$ cat src/rtl/ultrasonic_scheduler.sv
// Round-robin ultrasonic rangefinder scheduler: fires one sensor at a time, times its echo,
// reports each measurement and keeps a per-sensor proximity (crash) flag.
module ultrasonic_scheduler #(
  parameter int NUM_SENSORS   = 4,
  parameter int ID_W          = 2,
  parameter int TRIG_CYCLES   = 500,
  parameter int ECHO_TIMEOUT  = 1500000,
  parameter int SETTLE_CYCLES = 250000,
  parameter int CNT_W         = 32
) (
  input  logic                   clk,
  input  logic                   rst,
  input  logic                   en,
  input  logic [NUM_SENSORS-1:0] enable_mask,
  input  logic [CNT_W-1:0]       thresh,
  input  logic [NUM_SENSORS-1:0] echo,
  output logic [NUM_SENSORS-1:0] trig,
  output logic                   meas_valid,
  output logic [ID_W-1:0]        meas_id,
  output logic [CNT_W-1:0]       meas_width,
  output logic                   meas_timeout,
  output logic [NUM_SENSORS-1:0] crash,
  output logic                   crash_any,
  output logic [2:0]             dbg_state_o
);

  typedef enum logic [2:0] {
    S_IDLE      = 3'd0,
    S_TRIG      = 3'd1,
    S_WAIT_RISE = 3'd2,
    S_MEASURE   = 3'd3,
    S_SETTLE    = 3'd4
  } state_t;

  localparam logic [CNT_W-1:0] TRIG_LAST   = CNT_W'(TRIG_CYCLES - 1);
  localparam logic [CNT_W-1:0] WAIT_LAST   = CNT_W'(ECHO_TIMEOUT - 1);
  localparam logic [CNT_W-1:0] TIMEOUT_W   = CNT_W'(ECHO_TIMEOUT);
  // SETTLE holds one completion cycle plus SETTLE_CYCLES dead cycles.
  localparam logic [CNT_W-1:0] SETTLE_LAST = CNT_W'(SETTLE_CYCLES);
  localparam logic [NUM_SENSORS-1:0] ONE_HOT_BASE = NUM_SENSORS'(1);

  state_t                 state_q, state_d;
  logic [CNT_W-1:0]       cnt_q, cnt_d;
  logic [CNT_W-1:0]       width_q, width_d;
  logic [ID_W-1:0]        sel_q, sel_d;
  logic [ID_W-1:0]        last_id_q;
  logic [NUM_SENSORS-1:0] echo_m_q, echo_s_q;
  logic                   meas_valid_q;
  logic [ID_W-1:0]        meas_id_q;
  logic [CNT_W-1:0]       meas_width_q;
  logic                   meas_timeout_q;
  logic [NUM_SENSORS-1:0] crash_q, crash_d;

  logic                   done;
  logic                   done_timeout;
  logic [CNT_W-1:0]       done_width;
  logic                   hit;
  logic [NUM_SENSORS-1:0] sel_onehot;
  logic                   echo_sel;
  logic [ID_W-1:0]        next_id;

  // First enabled index strictly after last, wrapping modulo NUM_SENSORS.
  function automatic logic [ID_W-1:0] next_enabled(input logic [ID_W-1:0]        last,
                                                   input logic [NUM_SENSORS-1:0] mask);
    logic [ID_W-1:0]        pick;
    logic                   found;
    logic [NUM_SENSORS-1:0] rot;
    int                     idx;
    pick  = last;
    found = 1'b0;
    for (int i = 1; i <= NUM_SENSORS; i++) begin
      idx = (int'(last) + i) % NUM_SENSORS;
      rot = mask >> idx;
      if (!found && rot[0]) begin
        pick  = ID_W'(idx);
        found = 1'b1;
      end
    end
    return pick;
  endfunction

  assign sel_onehot = ONE_HOT_BASE << sel_q;
  assign echo_sel   = |(echo_s_q & sel_onehot);
  assign next_id    = next_enabled(last_id_q, enable_mask);

  // Two-flop synchronizer per raw echo line.
  always_ff @(posedge clk or posedge rst) begin
    if (rst) begin
      echo_m_q <= '0;
      echo_s_q <= '0;
    end else begin
      echo_m_q <= echo;
      echo_s_q <= echo_m_q;
    end
  end

  // State register.
  always_ff @(posedge clk or posedge rst) begin
    if (rst) begin
      state_q <= S_IDLE;
      cnt_q   <= '0;
      width_q <= '0;
      sel_q   <= '0;
    end else begin
      state_q <= state_d;
      cnt_q   <= cnt_d;
      width_q <= width_d;
      sel_q   <= sel_d;
    end
  end

  // Next-state logic; done marks the cycle whose result is registered at the next edge.
  always_comb begin
    state_d      = state_q;
    sel_d        = sel_q;
    width_d      = width_q;
    done         = 1'b0;
    done_timeout = 1'b0;
    done_width   = '0;
    case (state_q)
      S_IDLE: begin
        if (en && (|enable_mask)) begin
          sel_d   = next_id;
          state_d = S_TRIG;
        end
      end
      S_TRIG: begin
        if (cnt_q == TRIG_LAST) state_d = S_WAIT_RISE;
      end
      S_WAIT_RISE: begin
        if (echo_sel) begin
          width_d = CNT_W'(1);
          state_d = S_MEASURE;
        end else if (cnt_q == WAIT_LAST) begin
          done         = 1'b1;
          done_timeout = 1'b1;
          state_d      = S_SETTLE;
        end
      end
      S_MEASURE: begin
        if (echo_sel) begin
          width_d = width_q + 1'b1;
          if (width_d == TIMEOUT_W) begin
            done         = 1'b1;
            done_timeout = 1'b1;
            done_width   = TIMEOUT_W;
            state_d      = S_SETTLE;
          end
        end else begin
          done       = 1'b1;
          done_width = width_q;
          state_d    = S_SETTLE;
        end
      end
      S_SETTLE: begin
        if (cnt_q == SETTLE_LAST) state_d = S_IDLE;
      end
      default: state_d = S_IDLE;
    endcase
    cnt_d = ((state_d != state_q) || (state_q == S_IDLE)) ? '0 : cnt_q + 1'b1;
  end

  assign hit = !done_timeout && (done_width < thresh);

  always_comb begin
    crash_d = crash_q;
    if (done) crash_d = (crash_q & ~sel_onehot) | (hit ? sel_onehot : '0);
  end

  // meas_valid is a one-cycle strobe with no back-pressure: meas_* are valid while it is high
  // and hold their value until the next strobe.
  always_ff @(posedge clk or posedge rst) begin
    if (rst) begin
      meas_valid_q   <= 1'b0;
      meas_id_q      <= '0;
      meas_width_q   <= '0;
      meas_timeout_q <= 1'b0;
      last_id_q      <= ID_W'(NUM_SENSORS - 1);
      crash_q        <= '0;
    end else begin
      meas_valid_q <= done;
      crash_q      <= crash_d;
      if (done) begin
        meas_id_q      <= sel_q;
        meas_width_q   <= done_width;
        meas_timeout_q <= done_timeout;
        last_id_q      <= sel_q;
      end
    end
  end

  // Output logic: trig decodes registered state, so async reset clears it at once.
  always_comb begin
    trig         = (state_q == S_TRIG) ? sel_onehot : '0;
    meas_valid   = meas_valid_q;
    meas_id      = meas_id_q;
    meas_width   = meas_width_q;
    meas_timeout = meas_timeout_q;
    crash        = crash_q;
    crash_any    = |crash_q;
    dbg_state_o  = state_q;
  end

endmodule
$ cat config.mk
export PLATFORM = sky130hd
export DESIGN_NAME = ultrasonic_scheduler
export DESIGN_NICKNAME = d
export VERILOG_FILES = /design/src/rtl/ultrasonic_scheduler.sv
export SDC_FILE = /design/constraint.sdc
export NUM_CORES = 1
export LEC_CHECK = 0
export BUFFER_PORTS_ARGS = -buffer_cell sky130_fd_sc_hd__buf_4
export CORE_ASPECT_RATIO = 0.8
export CORE_MARGIN = 2
export CORE_UTILIZATION = 50
export DETAILED_ROUTE_END_ITERATION = 12
export GPL_TIMING_DRIVEN = 0
export PLACE_DENSITY = 0.74
export SYNTH_ARGS = -nofsm -noshare
export SYNTH_HDL_FRONTEND = slang
export SYNTH_SLANG_ARGS = --single-unit
$ cat constraint.sdc
create_clock -name clk -period 4 [get_ports clk]
set_input_delay 0.4 -clock clk [delete_from_list [all_inputs] [get_ports clk]]
set_output_delay 0.4 -clock clk [all_outputs]
set_load 0.05 [all_outputs]
==> flow_summary.toml <==
[logic_synthesis]
synth_area_per_cell_sq_um = 8.87
syn_inst = 824
ys.flop_type = "dfrtp_1"
synth-adder-area-share_pct = 5.99
synth.yosys.seq_area_share_pct = 40.8
synth.distinct_cells = 73
synth_xor_area_share_pct = 4.43
ys_seq_elements = 119
netlist_area_sq_um = 7310
synth_compound_area_share_pct = 15.7
synth.net_count = 902
synthSimpleGateAreaFrac_pct = 25.7
synth_warnings = 0
async_reset_ff_share_pct = 100
synth_enable_flop_cells = 0
synth_top_family_by_area = "simple AND/OR/NAND/NOR gates"
synth.area.mux_share_pct = 2.02

[timing]
hold_ws_ns = 0.0167
finalHoldViolCount = 0
fmax_ghz = 0.231
relSlewSlack_pct = 21.4
tightest_slew_ns = 1.17
setup_slack_ns = -0.326
setup_violations = 4
fin_crit_sh_pct = 108
fin_skew_ns = 0.00936
maxSlewViolCount = 0
rsz0062_at_grt = "yes"
fin_crit_ns = 4.33

[critical_path]
crit_required_ns = 4.30
path_cells = "buf_12 > ha_4 > or4b_4 > o211a_4 > a221oi_4 > o2111ai_1 > nand4bb_4 > nor3b_4 > o211ai_1 > buf_4 > buf_6 > buf_4 > nor2_2 > ha_2 > a211oi_2 > nor2_1 > nor3_2 > o21ai_1 > a21oi_2 > a21oi_2 > nor3_4 > mux2_4"
path_max_fanout = 6
critPathLaunchType = "flop"
cp.arrival_ns = 4.63
crit_type = "reg2reg"
crit_path_start = "width_q[0]"
end_kind = "flop"
timing.reg2reg.setup_slack_ns = -0.33
critPathMaxStageDelay_ns = 0.51
cpMaxStageDelayCell = "or4b_4"
r2r_start = "width_q[0]"
worst-r2r-cell-count = 22

[drt]
drt-initial-drc-count = 583
routed_via_density = 5.88
routedWlPerCell_um = 17.7
drc = 0
antenna_left = 0
dr.pass1.iters = 5
drt-total-wl_um = 20300
vias = 6742

[finish]
final_nets = 1028
drive_gt1_share_pct = 24.6
final_cell_mix = "112 x buf_4, 109 x dfrtp_1, 90 x nand2_1"
regArea_sq_um = 2990
n_fill_cell = 1133
syn2layout_area_growth_pct = 29.4
utilization_pct = 66.2
final_common_cell = "buf_4"
final_cell_area_sq_um = 9470
multi_input_area_sq_um = 4290
num_antenna_cells = 0
finalNonFillerCells = 1147

[worst_hold_path]
hp-class = "in2async"

[pwr]
powerDensity_nw_per_um2 = 366
ir_drop_v = 0.000368
p_sw_share_pct = 25.5
p_leak_nw = 4.60
fin_total_pwr_mw = 3.47
combPwrFrac_pct = 13.4
seq_power_share_pct = 37.0
p_int_mw = 2.58
p_switching_mw = 0.884
pwr-share-clk_pct = 49.6

[clock_tree]
worstSkewPairLatency_ns = 0.42
ctsRootBufferMaster = "clkbuf_16"
clkTransAtPathRegs_ns = 0.05
clock_sinks = 119
cts-hold-fix-buffers = 0
cts_tree = "yes"
cts_buffers = 17
cts_htree_levels = 4
clockBufferDepth = 2

[global_route]
antenna_found_initial = 0
overflow = 0
grt_pass1_vias = 6456
grt_max_degree = 70
track_usage_pct = 26.7
grt_first_pass_wirelength_um = 33400

[floorplanning]
die-area_sq_um = 15600
die_height_um = 112
ios = 91
die_w_um = 139
row_count = 39
core_area_sq_um = 14300
initial_core_util_pct = 51.1

[placement]
portBuffers = 90
dp_hpwl_um = 14100
placed_area_sq_um = 8300
placedCellCount = 1099
gp_congestion = 0.898

[outcome]
status = "finished with violations"
violations = "setup timing"

[run]
max_cap_violations = 0
-- worst max path at each step --
stage	slack [ns]	endpoint	depth (start not counted)
after detailed placement	-1.07	flop	18
after floorplan	-0.02	flop	18
after CTS	-0.51	flop	19
after global routing	-0.49	flop	22
after global placement	-1.41	width_q[1]	2
final	-0.33	flop	22
-- through the flow --
step | TNS, ns | setup slack (ns)
2_1_floorplan | -0.0803 | -0.0213
3_3_place_gp | -124.98 | -1.41
3_5_place_dp | -4.27 | -1.07
4_1_cts | -2.02 | -0.510
5_1_grt | -1.95 | -0.489
6_report | -1.29 | -0.326
-- timing repair --
item	4_1_cts	5_1_grt
pin swaps	21	23
buffers inserted	19	6
endpoints found under the setup margin	4	4
gates resized for setup	33	43
-- worst max-delay path, delay by kind of cell (launching register included) --
kind	cells	cell delay [ns]
AOI/OAI and AO/OA	8	1.14
adders and majority gates	2	0.34
buffers and inverters	4	0.62
DFF	1	0.44
muxes	1	0.30
and+or+nand+nor	7	1.34
-- synthesized netlist by cell type, drive strengths merged (3+ instances only) --
| cell type | number | area (sq um) |
|---|---|---|
| or4 | 6 | 45.0 |
| nand2 | 91 | 342 |
| a21o | 33 | 248 |
| and4 | 6 | 52.6 |
| and3 | 11 | 68.8 |
| and4b | 3 | 30.0 |
| or3 | 8 | 50.1 |
| o31ai | 18 | 135 |
| xnor2 | 15 | 131 |
| nor2 | 84 | 315 |
| inv | 47 | 176 |
| or2 | 5 | 31.3 |
| buf | 14 | 88.8 |
| dfrtp | 117 | 2930 |
| nand3 | 34 | 175 |
| mux2 | 8 | 105 |
| nand4 | 21 | 144 |
| o41ai | 3 | 26.3 |
| a31oi | 7 | 50.1 |
| nand2b | 3 | 18.8 |
| nor2b | 3 | 18.8 |
| nor4 | 16 | 145 |
| o22ai | 3 | 18.8 |
| o211ai | 4 | 30.0 |
| ha | 35 | 438 |
| o2bb2ai | 10 | 87.6 |
| nor3 | 27 | 135 |
| nor4b | 5 | 43.8 |
| a21oi | 23 | 115 |
| clkbuf | 35 | 131 |
| a21boi | 3 | 22.5 |
| a2bb2oi | 3 | 26.3 |
| xor2 | 22 | 193 |
| o21ai | 37 | 189 |
| nand4b | 3 | 26.3 |
| and2 | 25 | 156 |
-- final cells by class --
cell class	count	area share [%]
clock inverter	7	1.73
tap	184	2.43
timing repair buffer	116	9.62
multi-input combinational	609	45.3
buffer	40	2.04
inverter	47	1.92
clock buffer	25	5.34
sequential	119	31.6
-- layer usage --
metal  part of all wire (%)  global-route usage [%]  vias to the layer above
li1                       -                       -                     3195
met1                     46                    39.0                     3248
met2                     45                    39.5                      271
met3                    7.4                    6.27                       28
met4                    1.4                    8.62                        0
met5                      0                       0                        -
-- power groups by stage --
stage	Clock (mW)	Combinational, mW	Sequential [mW]
after CTS	1.74	0.456	1.28
after detailed placement	0	0.443	1.30
after global placement	0	0.434	1.30
after global routing	1.80	0.513	1.29
after floorplan	0	0.293	1.30
final	1.72	0.463	1.28
-- flip-flops by register name, indices dropped and copies added (netlist names), named ones only --
signal / flops
cnt_q: 32
dbg_state_o: 3
echo_m_q: 4
echo_s_q: 4
last_id_q: 2
meas_id: 2
meas_timeout: 1
meas_valid: 1
meas_width: 32
sel_q: 2
width_q: 32
-- cells by family (layout without fill, tap and decap cells) --
group	after synthesis	count (layout)
flops	119	119
buf+inv	96	235
fa+ha+maj	35	35
mux	11	11
simple gates	359	359
compound gates	167	167
xor+xnor	37	37
(Power assumes the default switching activity.)
